### src/rtl/pc_fetch_unit_pkg.sv
// Shared CPU definitions: fetch FSM encoding, halt encoding and the NOP used to
// fill pipeline bubbles. Also imported by the branch unit and decoder.
package pc_fetch_unit_pkg;

    typedef enum logic [1:0] {
        FETCH_IDLE = 2'd0,
        FETCH_RUN  = 2'd1,
        FETCH_HALT = 2'd2
    } fetch_state_e;

    localparam logic [31:0] HALT_WORD_DEFAULT = 32'hFFFF_FFFF;
    localparam logic [31:0] NOP_INSTR         = 32'h0000_0000;

endpackage

### src/rtl/pc_fetch_unit_if_id_reg.sv
// IF/ID pipeline register.
// Flush inserts a bubble, load captures a fetched instruction, otherwise it holds.
module if_id_reg
    import pc_fetch_unit_pkg::*;
(
    input  logic        clk,
    input  logic        rst,
    input  logic        i_load,
    input  logic        i_flush,
    input  logic [31:0] i_instr,
    input  logic [31:0] i_pc,
    output logic [31:0] o_instr,
    output logic [31:0] o_pc,
    output logic        o_valid
);

    logic [31:0] instr_q, instr_d;
    logic [31:0] pc_q, pc_d;
    logic        valid_q, valid_d;

    always_comb begin
        instr_d = instr_q;
        pc_d    = pc_q;
        valid_d = valid_q;
        if (i_flush) begin
            instr_d = NOP_INSTR;
            pc_d    = 32'h0;
            valid_d = 1'b0;
        end else if (i_load) begin
            instr_d = i_instr;
            pc_d    = i_pc;
            valid_d = 1'b1;
        end
    end

    always_ff @(posedge clk) begin
        if (!rst) begin
            instr_q <= NOP_INSTR;
            pc_q    <= 32'h0;
            valid_q <= 1'b0;
        end else begin
            instr_q <= instr_d;
            pc_q    <= pc_d;
            valid_q <= valid_d;
        end
    end

    assign o_instr = instr_q;
    assign o_pc    = pc_q;
    assign o_valid = valid_q;

endmodule

### src/rtl/pc_fetch_unit.sv
// Instruction fetch stage: PC register, IDLE/RUN/HALT control, advance counter,
// and the IF/ID register fed from combinational instruction memory.
module pc_fetch_unit
    import pc_fetch_unit_pkg::*;
#(
    parameter logic [31:0] RESET_PC  = 32'h0000_0000,
    parameter logic [31:0] HALT_WORD = HALT_WORD_DEFAULT
) (
    input  logic        clk,
    input  logic        rst,
    input  logic        i_enable,
    input  logic        i_stall,
    input  logic        i_taken,
    input  logic [31:0] i_target,
    input  logic [31:0] i_instr,
    output logic [31:0] o_imem_addr,
    output logic [31:0] o_instr,
    output logic [31:0] o_pc,
    output logic        o_valid,
    output logic        o_halted,
    output logic [31:0] o_cycles
);

    fetch_state_e state_q, state_d;
    logic [31:0]  pc_q, pc_d;
    logic [31:0]  cycles_q, cycles_d;
    logic [31:0]  pc_plus1;
    logic         advance;
    logic         ifid_load;
    logic         ifid_flush;

    assign pc_plus1 = pc_q + 32'd1;
    assign advance  = (state_q == FETCH_RUN) && i_enable && !i_stall;

    always_comb begin
        state_d    = state_q;
        pc_d       = pc_q;
        cycles_d   = cycles_q;
        ifid_load  = 1'b0;
        ifid_flush = 1'b0;
        case (state_q)
            FETCH_IDLE: begin
                if (i_enable) begin
                    state_d = FETCH_RUN;
                end
            end
            FETCH_RUN: begin
                if (advance) begin
                    cycles_d = cycles_q + 32'd1;
                    // A taken redirect wins over a halt word: that fetch was wrong-path.
                    if (i_taken) begin
                        pc_d       = i_target;
                        ifid_flush = 1'b1;
                    end else if (i_instr == HALT_WORD) begin
                        ifid_load = 1'b1;
                        state_d   = FETCH_HALT;
                    end else begin
                        pc_d      = pc_plus1;
                        ifid_load = 1'b1;
                    end
                end
            end
            FETCH_HALT: begin
                // Let the halt word drain out of IF/ID; nothing else moves.
                if (i_enable && !i_stall) begin
                    ifid_flush = 1'b1;
                end
            end
            default: begin
                state_d = FETCH_IDLE;
            end
        endcase
    end

    always_ff @(posedge clk) begin
        if (!rst) begin
            state_q  <= FETCH_IDLE;
            pc_q     <= RESET_PC;
            cycles_q <= 32'h0;
        end else begin
            state_q  <= state_d;
            pc_q     <= pc_d;
            cycles_q <= cycles_d;
        end
    end

    if_id_reg u_if_id_reg (
        .clk     (clk),
        .rst     (rst),
        .i_load  (ifid_load),
        .i_flush (ifid_flush),
        .i_instr (i_instr),
        .i_pc    (pc_plus1),
        .o_instr (o_instr),
        .o_pc    (o_pc),
        .o_valid (o_valid)
    );

    assign o_imem_addr = pc_q;
    assign o_halted    = (state_q == FETCH_HALT);
    assign o_cycles    = cycles_q;

endmodule

### config.mk
export PLATFORM = sky130hd
export DESIGN_NAME = pc_fetch_unit
export DESIGN_NICKNAME = d
export VERILOG_FILES = /design/src/rtl/pc_fetch_unit_pkg.sv /design/src/rtl/pc_fetch_unit_if_id_reg.sv /design/src/rtl/pc_fetch_unit.sv
export SDC_FILE = /design/constraint.sdc
export NUM_CORES = 1
export LEC_CHECK = 0
export CORE_MARGIN = 2
export CORE_UTILIZATION = 40
export DETAILED_ROUTE_END_ITERATION = 8
export PLACE_DENSITY = 0.71
export SYNTH_ARGS = -nofsm -noshare
export SYNTH_HDL_FRONTEND = slang
export SYNTH_SLANG_ARGS = --single-unit
### constraint.sdc
create_clock -name clk -period 3.2 [get_ports clk]
set_clock_uncertainty 0.1 [all_clocks]
set_input_delay 0.48 -clock clk [delete_from_list [all_inputs] [get_ports clk]]
set_output_delay 0.48 -clock clk [all_outputs]
set_load 0.005 [all_outputs]
==> results.ini, run 1 <==
[outcome]
status=finished clean

[clock_tree]
clkTransAtPathRegs_ns=0.06
clkSinkCount=131
post-cts-setup-buffers=0
cts-htree-levels=4
cts_buffers=17
cts_tree=built
clkLatencyLatePin_ns=0.42
cts-root-buf=clkbuf_16
cts_resized=0
cts_buffer_depth=2
hold_buffers=0

[power]
p_per_area_nw_per_um2=493.6
ir_drop_v=0.0004095
p_leak_nw=2.909

[min_path]
hp-start=u_if_id_reg.o_instr[21]$_SDFFE_PP0P_
hold_path.class=reg -> reg
holdPathStages=2
whs_endpoint=u_if_id_reg.o_instr[21]$_SDFFE_PP0P_

[placed_design]
io_buffers=198
gp_congestion=0.8459
post-place-ws_ns=0.4028
dp_hpwl_um=13780

[finish]
nets=1037
n_antenna_cell=0
fillCellCount=1376
area_delta_synth_final_pct=45.03
mostFrequentLayoutCells=clkdlybuf4s50_1 (197), nand2_1 (133), dfxtp_1 (131)
final_common_cell=clkdlybuf4s50_1
drive_gt1_frac=0.06571

[logic_synthesis]
ys_ff_latch=131
syn_inst=785
avgSynthCellArea_um2=7.953
synth.distinct_cells=53
synth_edf_count=0
yosysWarnings=0
synthesis.area_um2=6243
synth_flop_cell=dfxtp_1
seq_area_frac_synth=0.4200
synth-async-reset-ratio=0
synth.net_count=861

[floorplanning]
rows=45
core-area_um2=15200
die_area_um2=16620
io_pins=199
start_util=0.4107
die_h_um=128.9
fp.dieW_um=128.9

[timing]
fin_tns_setup_ns=0
drv_slew=0
fin_crit_ns=2.817
finalSetupViolCount=0
rsz0062_at_grt=no
worst_slack_ns=0.3832
worstMarginPinSlew_ns=0.6723
fmax_ghz=0.3550
period_share=0.8803
hold_viol=0
maxSlewHeadroom=0.5501

[critical_path]
worst_ep_arrival_time_ns=3.05
r2r_cells=5
critical_path.endpoint_type=register
worst-r2r-setup-slack_ns=0.38
critPathRequiredTime_ns=3.43
worstSetupStartpointType=register
worstReg2RegEnd=o_imem_addr[30]$_SDFFE_PN0P_
path_class=reg -> reg
r2r-start=o_imem_addr[3]$_SDFFE_PN0P_
crit_path_max_fanout=11

[global_routing]
overflow=0
antenna_found_initial=0
grt_pass1_wl_um=29860
grt_pass1_vias=5678
gr-usage-all-layers=0.2283
grt_max_degree=94

[drt]
drt-wirelength-per-cell_um=16.53
drt_iter0_markers=378
drc_errors=0
via_per_inst=5.392
via_count=6265
dr.pass1.iters=4
ant_nets=0
drt_wl_total_um=19210

[run]
maxCapViolCount=0

## routing by layer
metal	routed length [um]	vias to the layer above	global-route usage
li1	-	3141	-
met2	8572	251	0.3514
met3	1853	28	0.08690
met5	0	-	0
met1	8391	2845	0.2975
met4	388	0	0.07033
## through the flow
stage	power (mW)	hold slack [ns]	instance area, um^2	util	instances
after CTS	4.513	0.3545	9055	0.5956	1162
after global routing	4.639	0.3703	9055	0.5956	1162
after floorplan	2.088	0.3515	6243	-	785
after detailed placement	2.431	0.3459	8424	0.5542	1130
final	4.470	0.3531	9055	0.5956	1162
after global placement	2.428	0.3407	8424	0.5542	1130
## worst max-delay path by stage
stage	start	to	slack [ns]	depth (start not counted)
after floorplan	o_imem_addr[0]$_SDFFE_PN0P_	o_imem_addr[30]$_SDFFE_PN0P_	0.75	7
after global placement	i_instr[18]	o_imem_addr[11]$_SDFFE_PN0P_	0.42	8
after detailed placement	o_imem_addr[3]$_SDFFE_PN0P_	o_imem_addr[30]$_SDFFE_PN0P_	0.40	5
after CTS	o_imem_addr[3]$_SDFFE_PN0P_	o_imem_addr[30]$_SDFFE_PN0P_	0.40	5
after global routing	o_imem_addr[3]$_SDFFE_PN0P_	o_imem_addr[30]$_SDFFE_PN0P_	0.27	5
final	o_imem_addr[3]$_SDFFE_PN0P_	o_imem_addr[30]$_SDFFE_PN0P_	0.38	5
## power by group
part / total (mW) / switching, mW / internal [mW]
logic: 0.618 / 0.300 / 0.318
clock network: 2.07 / 0.764 / 1.31
registers: 1.78 / 0.0698 / 1.71
total: 4.47 / 1.13 / 3.34
## layout make-up
cell class | count | area (um^2) | area share
clock inverters | 15 | 205.2 | 0.02266
multi-input cells | 589 | 3390 | 0.3743
well taps | 188 | 235.2 | 0.02598
flip-flops and latches | 131 | 2623 | 0.2896
clock buffers | 17 | 425.4 | 0.04698
repair buffers | 214 | 2147 | 0.2371
inverters | 8 | 30.03 | 0.003316
## synthesized netlist by cell type (2+ instances only)
| cell | instances | area, um^2 |
|---|---|---|
| a211oi_1 | 27 | 202.7 |
| a211oi_2 | 2 | 25.02 |
| a21oi_1 | 57 | 285.3 |
| a22o_1 | 2 | 17.52 |
| a22oi_1 | 2 | 15.01 |
| a31o_2 | 2 | 17.52 |
| a31oi_1 | 8 | 50.05 |
| a32oi_1 | 2 | 17.52 |
| and2_1 | 8 | 50.05 |
| and3_1 | 4 | 25.02 |
| and4_1 | 7 | 61.31 |
| buf_1 | 4 | 15.01 |
| buf_2 | 4 | 20.02 |
| buf_4 | 2 | 15.01 |
| clkbuf_1 | 47 | 176.4 |
| dfxtp_1 | 131 | 2623 |
| ha_1 | 7 | 87.58 |
| inv_1 | 7 | 26.28 |
| mux2i_1 | 5 | 50.05 |
| nand2_1 | 133 | 499.2 |
| nand2b_1 | 4 | 25.02 |
| nand3_1 | 43 | 215.2 |
| nand4_1 | 25 | 156.4 |
| nor2_1 | 87 | 326.6 |
| nor2b_1 | 3 | 18.77 |
| nor3_1 | 14 | 70.07 |
| nor4_1 | 23 | 143.9 |
| nor4_2 | 2 | 25.02 |
| o211ai_1 | 5 | 37.54 |
| o21a_1 | 4 | 30.03 |
| o21ai_0 | 18 | 90.09 |
| o221ai_1 | 4 | 35.03 |
| o31a_1 | 4 | 35.03 |
| o31ai_1 | 7 | 52.55 |
| o32ai_1 | 2 | 17.52 |
| o41ai_1 | 5 | 43.79 |
| or3_1 | 4 | 25.02 |
| or4_1 | 2 | 15.01 |
| xnor2_1 | 35 | 306.5 |
| xor2_1 | 20 | 175.2 |
## registers in the layout, summed over array words and instances (netlist names)
| signal | count |
|---|---|
| u_if_id_reg.o_pc | 32 |
| u_if_id_reg.o_valid | 1 |
| state_q | 2 |
| o_cycles | 32 |
| u_if_id_reg.o_instr | 32 |
| o_imem_addr | 32 |
## logic make-up after synthesis
family                     Yosys count  synth area share
and+or+nand+nor                    365            0.2747
AOI/OAI and AO/OA                  157            0.1649
DFF                                131            0.4200
buffers and inverters               65           0.04108
xor gates and xnor gates            55           0.07715
adders and majority gates            7           0.01403
muxes                                5          0.008016
## critical path, stage by stage, from the launching register on
cell	delay (ns)
dfxtp_1	0.49
nand4_2	0.32
or4_1	0.78
or4_4	0.60
o31a_1	0.27
o32ai_2	0.19
(Power assumes the default switching activity.)
==> run 2, diff against run 1 <==
--- a/config.mk
+++ b/config.mk
@@ -9,6 +9,7 @@
 export CORE_UTILIZATION = 40
 export DETAILED_ROUTE_END_ITERATION = 8
 export PLACE_DENSITY = 0.71
+export SETUP_SLACK_MARGIN = 0.05
 export SYNTH_ARGS = -nofsm -noshare
 export SYNTH_HDL_FRONTEND = slang
 export SYNTH_SLANG_ARGS = --single-unit
==> results of run 2 <==
Same layout as run 1: the final DEF is identical, and so are final timing and power.
